--- config.mk ---
export PLATFORM = sky130hd
export DESIGN_NAME = uart_rx_fifo
export DESIGN_NICKNAME = d
export VERILOG_FILES = /design/src/rtl/uart_rx_fifo.sv
export SDC_FILE = /design/constraint.sdc
export NUM_CORES = 1
export LEC_CHECK = 0
export ABC_AREA = 0
export ABC_CLOCK_PERIOD_IN_PS = 5700
export BUFFER_PORTS_ARGS = -buffer_cell sky130_fd_sc_hd__buf_2
export CORE_AREA = 5 5 133 135
export CTS_BUF_LIST = sky130_fd_sc_hd__clkbuf_16
export CTS_CLUSTER_DIAMETER = 50
export DETAILED_ROUTE_END_ITERATION = 7
export DIE_AREA = 0 0 138 140
export GPL_TIMING_DRIVEN = 0
export PLACE_DENSITY_LB_ADDON = 0.2
export SYNTH_ARGS = -nofsm -noshare
export SYNTH_HDL_FRONTEND = slang
export SYNTH_SLANG_ARGS = --single-unit
--- constraint.sdc ---
create_clock -name clk -period 5.7 [get_ports clk]
set_clock_uncertainty 0.05 [all_clocks]
set_input_delay 0 -clock clk [delete_from_list [all_inputs] [get_ports clk]]
set_output_delay 0 -clock clk [all_outputs]
set_load 0.03 [all_outputs]
--- src/rtl/uart_rx_fifo.sv ---
`default_nettype none
// ============================================================================
// Module   : uart_rx_fifo
// Purpose  : UART receiver (8 data bits, 1 stop bit, LSB first) using 16x
//            oversampling from a fractional baud accumulator, feeding a small
//            first-word-fall-through FIFO. Sticky error flags for polling.
// Ports    : clk        - system clock, rising edge
//            reset      - synchronous active-high reset
//            baud       - bit rate in Hz (16*baud must be below CLKFREQ)
//            rx         - asynchronous serial input, idle high
//            rd         - pop strobe, ignored while FIFO empty
//            clr_err    - clears overrun / frame_err / parity_err
//            valid      - FIFO not empty
//            rx_data    - FIFO head byte (meaningful only when valid)
//            fifo_count - number of stored bytes
//            overrun    - sticky, a byte was dropped on a full FIFO
//            frame_err  - sticky, stop bit sampled low
//            parity_err - sticky, even-parity mismatch (0 unless enabled)
// Options  : define UART_RX_PARITY_EN to expect an even-parity bit after
//            data bit 7.
// Revision : 1.0 - initial release
// ============================================================================
module uart_rx_fifo #(
  parameter int CLKFREQ = 12000000,
  parameter int DEPTH   = 4
) (
  input  logic                     clk,
  input  logic                     reset,
  input  logic [31:0]              baud,
  input  logic                     rx,
  input  logic                     rd,
  input  logic                     clr_err,
  output logic                     valid,
  output logic [7:0]               rx_data,
  output logic [$clog2(DEPTH):0]   fifo_count,
  output logic                     overrun,
  output logic                     frame_err,
  output logic                     parity_err
);

  localparam int          PW       = $clog2(DEPTH);
  localparam logic [35:0] CLK_F    = 36'(CLKFREQ);
  localparam logic [PW:0] FULL_CNT = (PW + 1)'(DEPTH);

  // --------------------------------------------------------------------------
  // Two-flop synchronizer; resets to the idle (high) line level
  // --------------------------------------------------------------------------
  logic rx_meta;
  logic rs;

  always_ff @(posedge clk) begin
    if (reset) begin
      rx_meta <= 1'b1;
      rs      <= 1'b1;
    end else begin
      rx_meta <= rx;
      rs      <= rx_meta;
    end
  end

  // --------------------------------------------------------------------------
  // Fractional 16x tick generator. Free-running: the start-bit search absorbs
  // up to one tick of phase error instead of realigning the accumulator.
  // acc stays below CLKFREQ and inc is below CLKFREQ, so the sum fits 36 bits.
  // --------------------------------------------------------------------------
  logic [35:0] acc;
  logic [35:0] acc_sum;
  logic        tick;

  assign acc_sum = acc + {baud, 4'b0000};
  assign tick    = (acc_sum >= CLK_F);

  always_ff @(posedge clk) begin
    if (reset) begin
      acc <= '0;
    end else if (tick) begin
      acc <= acc_sum - CLK_F;
    end else begin
      acc <= acc_sum;
    end
  end

  // --------------------------------------------------------------------------
  // Receive FSM
  // --------------------------------------------------------------------------
  typedef enum logic [2:0] {
    S_IDLE   = 3'd0,
    S_START  = 3'd1,
    S_DATA   = 3'd2,
    S_PARITY = 3'd3,
    S_STOP   = 3'd4,
    S_WAITHI = 3'd5
  } state_t;

  state_t      state, state_nx;
  logic [3:0]  sc, sc_nx;
  logic [2:0]  idx, idx_nx;
  logic [7:0]  shreg, shreg_nx;
  logic        bad, bad_nx;       // byte must be discarded at the stop bit
  logic        push;              // push attempt, one cycle at stop sample
  logic        set_frame;
`ifdef UART_RX_PARITY_EN
  logic        set_parity;
`endif

  always_ff @(posedge clk) begin
    if (reset) begin
      state <= S_IDLE;
      sc    <= '0;
      idx   <= '0;
      shreg <= '0;
      bad   <= 1'b0;
    end else begin
      state <= state_nx;
      sc    <= sc_nx;
      idx   <= idx_nx;
      shreg <= shreg_nx;
      bad   <= bad_nx;
    end
  end

  always_comb begin
    state_nx  = state;
    sc_nx     = sc;
    idx_nx    = idx;
    shreg_nx  = shreg;
    bad_nx    = bad;
    push      = 1'b0;
    set_frame = 1'b0;
`ifdef UART_RX_PARITY_EN
    set_parity = 1'b0;
`endif
    case (state)
      S_IDLE: begin
        if (!rs) begin
          state_nx = S_START;
          sc_nx    = '0;
        end
      end
      S_START: begin
        if (tick) begin
          if (sc == 4'd7) begin
            // mid start bit: a high line here was only a glitch
            if (rs) begin
              state_nx = S_IDLE;
            end else begin
              state_nx = S_DATA;
              sc_nx    = '0;
              idx_nx   = '0;
              bad_nx   = 1'b0;
            end
          end else begin
            sc_nx = sc + 4'd1;
          end
        end
      end
      S_DATA: begin
        if (tick) begin
          sc_nx = sc + 4'd1;
          if (sc == 4'd15) begin
            shreg_nx[idx] = rs;
            idx_nx        = idx + 3'd1;
            if (idx == 3'd7) begin
`ifdef UART_RX_PARITY_EN
              state_nx = S_PARITY;
`else
              state_nx = S_STOP;
`endif
            end
          end
        end
      end
`ifdef UART_RX_PARITY_EN
      S_PARITY: begin
        if (tick) begin
          sc_nx = sc + 4'd1;
          if (sc == 4'd15) begin
            if ((^shreg) ^ rs) begin
              set_parity = 1'b1;
              bad_nx     = 1'b1;
            end
            state_nx = S_STOP;
          end
        end
      end
`endif
      S_STOP: begin
        if (tick) begin
          sc_nx = sc + 4'd1;
          if (sc == 4'd15) begin
            if (rs) begin
              push     = !bad;
              state_nx = S_IDLE;
            end else begin
              set_frame = 1'b1;
              state_nx  = S_WAITHI;
            end
          end
        end
      end
      S_WAITHI: begin
        // hold off until the line returns high so a break is not a start bit
        if (rs) begin
          state_nx = S_IDLE;
        end
      end
      default: begin
        state_nx = S_IDLE;
      end
    endcase
  end

  // --------------------------------------------------------------------------
  // FWFT FIFO
  // --------------------------------------------------------------------------
  logic [7:0]    mem [DEPTH];
  logic [PW-1:0] wptr;
  logic [PW-1:0] rptr;
  logic          full;
  logic          pop;
  logic          wr_en;
  logic          ovr_set;

  assign valid   = (fifo_count != '0);
  assign full    = (fifo_count == FULL_CNT);
  assign pop     = rd && valid;
  // a pop in the same cycle frees the slot, so a full FIFO still accepts
  assign wr_en   = push && (!full || pop);
  assign ovr_set = push && full && !pop;
  assign rx_data = mem[rptr];

  always_ff @(posedge clk) begin
    if (wr_en) begin
      mem[wptr] <= shreg;
    end
  end

  always_ff @(posedge clk) begin
    if (reset) begin
      wptr       <= '0;
      rptr       <= '0;
      fifo_count <= '0;
    end else begin
      if (wr_en) begin
        wptr <= wptr + PW'(1);
      end
      if (pop) begin
        rptr <= rptr + PW'(1);
      end
      case ({wr_en, pop})
        2'b10:   fifo_count <= fifo_count + 1'b1;
        2'b01:   fifo_count <= fifo_count - 1'b1;
        default: fifo_count <= fifo_count;
      endcase
    end
  end

  // --------------------------------------------------------------------------
  // Sticky error flags: a set event wins over clr_err in the same cycle
  // --------------------------------------------------------------------------
  always_ff @(posedge clk) begin
    if (reset) begin
      overrun   <= 1'b0;
      frame_err <= 1'b0;
    end else begin
      if (ovr_set) begin
        overrun <= 1'b1;
      end else if (clr_err) begin
        overrun <= 1'b0;
      end
      if (set_frame) begin
        frame_err <= 1'b1;
      end else if (clr_err) begin
        frame_err <= 1'b0;
      end
    end
  end

`ifdef UART_RX_PARITY_EN
  always_ff @(posedge clk) begin
    if (reset) begin
      parity_err <= 1'b0;
    end else if (set_parity) begin
      parity_err <= 1'b1;
    end else if (clr_err) begin
      parity_err <= 1'b0;
    end
  end
`else
  assign parity_err = 1'b0;
`endif

endmodule
`default_nettype wire

==> results by stage <==
Clocking:
- The number of sinks on the clock net is 95.
- The buffer depth of the longest clock path is 2.
- The clock-pin slew on the worst setup and hold paths is 0.07 ns.
- The count of cells resized by post-cts repair is 0.
- The total number of H-tree levels is 3.
- The later pin in the worst-skew pair is clocked with a latency of 0.36 ns.
- The CTS tree is yes.
- Counting the buffers created by CTS gives 9.
- The root buffer cell chosen for the clock tree is sky130_fd_sc_hd__clkbuf_16.

Die:
- From bottom edge to top edge, the die measures 140 um.
- The starting density of the core is 39.4%.
- The die width is 138 um.
- The total core area is 16300 um^2.
- The row count is 47.
- The number of ports placed on the die boundary is 52.
- The die area is 19300 um^2.

Route:
- The detailed-route DRC error count is 0.
- For this block, wires on met1 add up to 6970 um.
- Summed over all layers, the routed wires come to 15800 um.
- The number of nets with antenna violations after detailed routing is 0.
- The number of iterations in the first detailed-routing pass is 5.
- In the final routed layout, each cell accounts on average for 15.9 um.
- The number of violations reported at the end of detailed-routing iteration 0 is 309.
- The routed via count divided by cell count is 5.47.
- Wire segments on met3 add up to 645 um in the final route.
- The final route contains 5451 vias.
- After detailed routing, the met2 layer carries 7890 um of wire.
- The highest metal layer used by the detailed router is met4.

Layout:
- Compared with the post-synthesis result, the final layout area differs by 12.8%.
- The fraction of layout instances using a drive strength above 1 is 15.5%.
- The number of nets in the final layout is 849.
- The repair_antennas step left the layout with diodes totalling 0.

Global route:
- After global routing the overflow that remains totals 0.
- Global routing used 16.2% of the available tracks.
- Entering global routing, the biggest net connects 18 pins.
- The number of global-route vias before repair was 5343.
- The wire length of the first global-routing pass is 26000 um.
- The initial antenna violation count is 0.

Synth:
- The number of register bits inferred by synthesis is 95.
- Summed over its instances, the top area cell type makes up 19.6% of the synthesized netlist area.
- The post-synthesis instance area is 6440 um^2.
- The Yosys step of the flow raised 0 warnings.
- The count of flip-flops with a built-in enable after synthesis is 32.
- The post-synthesis async set-or-reset flop share is 0%.
- Counting every instance in the synthesized netlist gives 708.
- The average cell area after synthesis is 9.10 um^2.
- The number of nets in the synthesized netlist is 786.
- For this run, the register share of the synthesized area comes to 34.5%.
- The largest area contributor in the synthesized netlist is sky130_fd_sc_hd__dfxtp_1.
- The count of unique library cells instantiated by Yosys is 81.
- The commonest cells after synthesis are sky130_fd_sc_hd__nor2_1 (88), sky130_fd_sc_hd__dfxtp_1 (63), sky130_fd_sc_hd__nand2_1 (53).
- In the post-synthesis netlist, the biggest area contributors are sky130_fd_sc_hd__dfxtp_1 (20%), sky130_fd_sc_hd__edfxtp_1 (15%), sky130_fd_sc_hd__ha_1 (7.6%).
- The most instantiated library cell after synthesis is sky130_fd_sc_hd__nor2_1.
- For this run, the leading register cell type out of synthesis is sky130_fd_sc_hd__dfxtp_1.

Power:
- The reported leakage power is 0.00285 uW.
- Dividing total power by cell area gives a power density of 482 nW/um^2.
- The peak ir drop on the vdd network is 0.192 mV.

STA:
- The final setup violation count is 0.
- The count of final max-slew check failures is 0.
- The smallest clock period supported by the final layout is computed as 4.89 ns.
- Static timing analysis puts the maximum clock frequency at 205 MHz.
- The post-route setup TNS is 0 ns.
- Dividing the final minimum period by the clock period gives 85.7%.
- For the pin with the worst max-slew slack, the measured transition is 0.759 ns.
- In this run the tightest slew margin relative to its limit is 49.2%.
- Setup repair after global routing left no endpoint under its margin.
- The minimum hold slack is 0.0204 ns.
- The number of hold violations in the final report is 0.

Worst setup path:
- The required arrival time at the worst endpoint is 5.90 ns.
- The worst register-to-register path has a setup slack of 0.83 ns.
- The launching element type of the critical path is an input pin.
- The highest net fanout along the worst path is 6.
- For the worst flop-to-flop path, the logic depth is 16.
- The capture point of the worst reg-to-reg path is fifo_count[2].
- The arrival time of the worst setup path is 5.09 ns.
- The origin of the critical flop-to-flop path is acc[4].
- The critical path is of the input pin to flop type.
- The worst setup path is captured at a flop.

Min path:
- The worst hold path passes through 3 cells.
- The startpoint of the worst hold path is baud[1].
- The worst min-delay path endpoint is acc[5].
- The worst hold path belongs to the class input pin to flop.

Placement:
- Routability-driven placement finished with a final weighted congestion of 0.927.
- The count of buffers inserted at the top-level ports is 49.
- The detailed placement HPWL is 12200 um.

Outcome:
- The flow ran to the end, and the final reports show no timing, DRC or antenna violations.

Run:
- Across the run, the number of max-cap violations was 0.
-- sequential cells by signal, indices dropped and copies added (netlist names), 2 cells and up, named ones only --
signal	flops
state	3
mem	32
fifo_count	3
wptr	2
shreg	8
rptr	2
sc	4
idx	3
acc	32
-- placed cells by master (no fill, tap or decap), types with 14 or more instances in the layout --
cell,synthesis,layout
sky130_fd_sc_hd__nor2_1,88,88
sky130_fd_sc_hd__dfxtp_1,63,63
sky130_fd_sc_hd__buf_2,11,60
sky130_fd_sc_hd__nand2_1,53,53
sky130_fd_sc_hd__a21oi_1,48,48
sky130_fd_sc_hd__ha_1,39,39
sky130_fd_sc_hd__edfxtp_1,32,32
sky130_fd_sc_hd__xnor2_1,28,28
sky130_fd_sc_hd__o21ai_0,27,27
sky130_fd_sc_hd__nor3_1,21,21
sky130_fd_sc_hd__and2_1,20,20
sky130_fd_sc_hd__xor2_1,18,18
sky130_fd_sc_hd__clkbuf_1,17,17
sky130_fd_sc_hd__inv_1,15,16
sky130_fd_sc_hd__a21o_1,15,15
sky130_fd_sc_hd__mux2i_1,14,14
-- what timing repair did --
item | in CTS | in global routing
buffers inserted | 0 | 0
hold endpoints to repair | 4 | 0
hold buffers | 3 | 0
-- cells by family (layout without fill, tap and decap cells) --
group,count (synthesis),count (layout),synth area share [%]
other cells,1,1,0.0582
compound gates,178,178,19.9
simple gates,273,273,22.2
mux,24,24,5.38
fa+ha+maj,41,41,8.19
buf+inv,50,118,3.59
flops,95,95,34.5
xor+xnor,46,46,6.25
-- per-stage QoR --
step           setup WS (ns)  instances  area [um^2]  power [uW]  util (%)
2_1_floorplan           1.54        708         6440        2480         -
3_3_place_gp           0.940        977         6960        2880      42.6
3_5_place_dp           0.834        977         6960        2910      42.6
4_1_cts                0.810        996         7270        3520      44.5
5_1_grt                0.485        996         7270        3780      44.5
6_report               0.814        996         7270        3510      44.5
-- cell type report --
| class | instances | area (um^2) |
|---|---|---|
| Multi-Input combinational cell | 563 | 3990 |
| Clock inverter | 7 | 47.5 |
| Inverter | 15 | 56.3 |
| Tap cell | 220 | 275 |
| Buffer | 35 | 175 |
| Timing Repair Buffer | 52 | 275 |
| Clock buffer | 9 | 225 |
| Fill cell | 1640 | 9080 |
| Sequential cell | 95 | 2220 |
-- where the power goes --
part,total [uW],switching (uW),internal [uW]
combinational,2080,1250,831
clock,579,281,298
sequential,848,41.4,807
total,3510,1570,1940
-- per-layer routing --
metal / track usage [%] / up-vias
met3: 2.73 / 24
met5: 0 / -
met1: 20.3 / 2570
met2: 28.4 / 117
li1: - / 2740
met4: 5.20 / 0
-- how the worst max path moves through the flow --
stage	cells after the start	end	from
5_1_grt	18	fifo_count[2]	baud[0]
4_1_cts	18	fifo_count[2]	baud[0]
3_3_place_gp	16	fifo_count[2]	acc[4]
2_1_floorplan	16	fifo_count[2]	acc[4]
6_report	18	fifo_count[2]	baud[0]
3_5_place_dp	16	fifo_count[2]	acc[4]
-- critical path, cell delays in order --
cell	delay (ns)
sky130_fd_sc_hd__dlygate4sd3_1	0.53
sky130_fd_sc_hd__buf_2	0.12
sky130_fd_sc_hd__ha_1	0.21
sky130_fd_sc_hd__fa_1	0.42
sky130_fd_sc_hd__a21o_1	0.24
sky130_fd_sc_hd__a221oi_4	0.42
sky130_fd_sc_hd__a2bb2oi_1	0.35
sky130_fd_sc_hd__a21oi_1	0.23
sky130_fd_sc_hd__xnor2_1	0.28
sky130_fd_sc_hd__nand4_1	0.21
sky130_fd_sc_hd__and4b_1	0.45
sky130_fd_sc_hd__nand4b_1	0.17
sky130_fd_sc_hd__a21oi_1	0.35
sky130_fd_sc_hd__inv_1	0.10
sky130_fd_sc_hd__fa_1	0.42
sky130_fd_sc_hd__nor2_1	0.17
sky130_fd_sc_hd__a22oi_2	0.08
sky130_fd_sc_hd__mux2_4	0.32
Note: power is estimated with default switching activity, not from simulation.
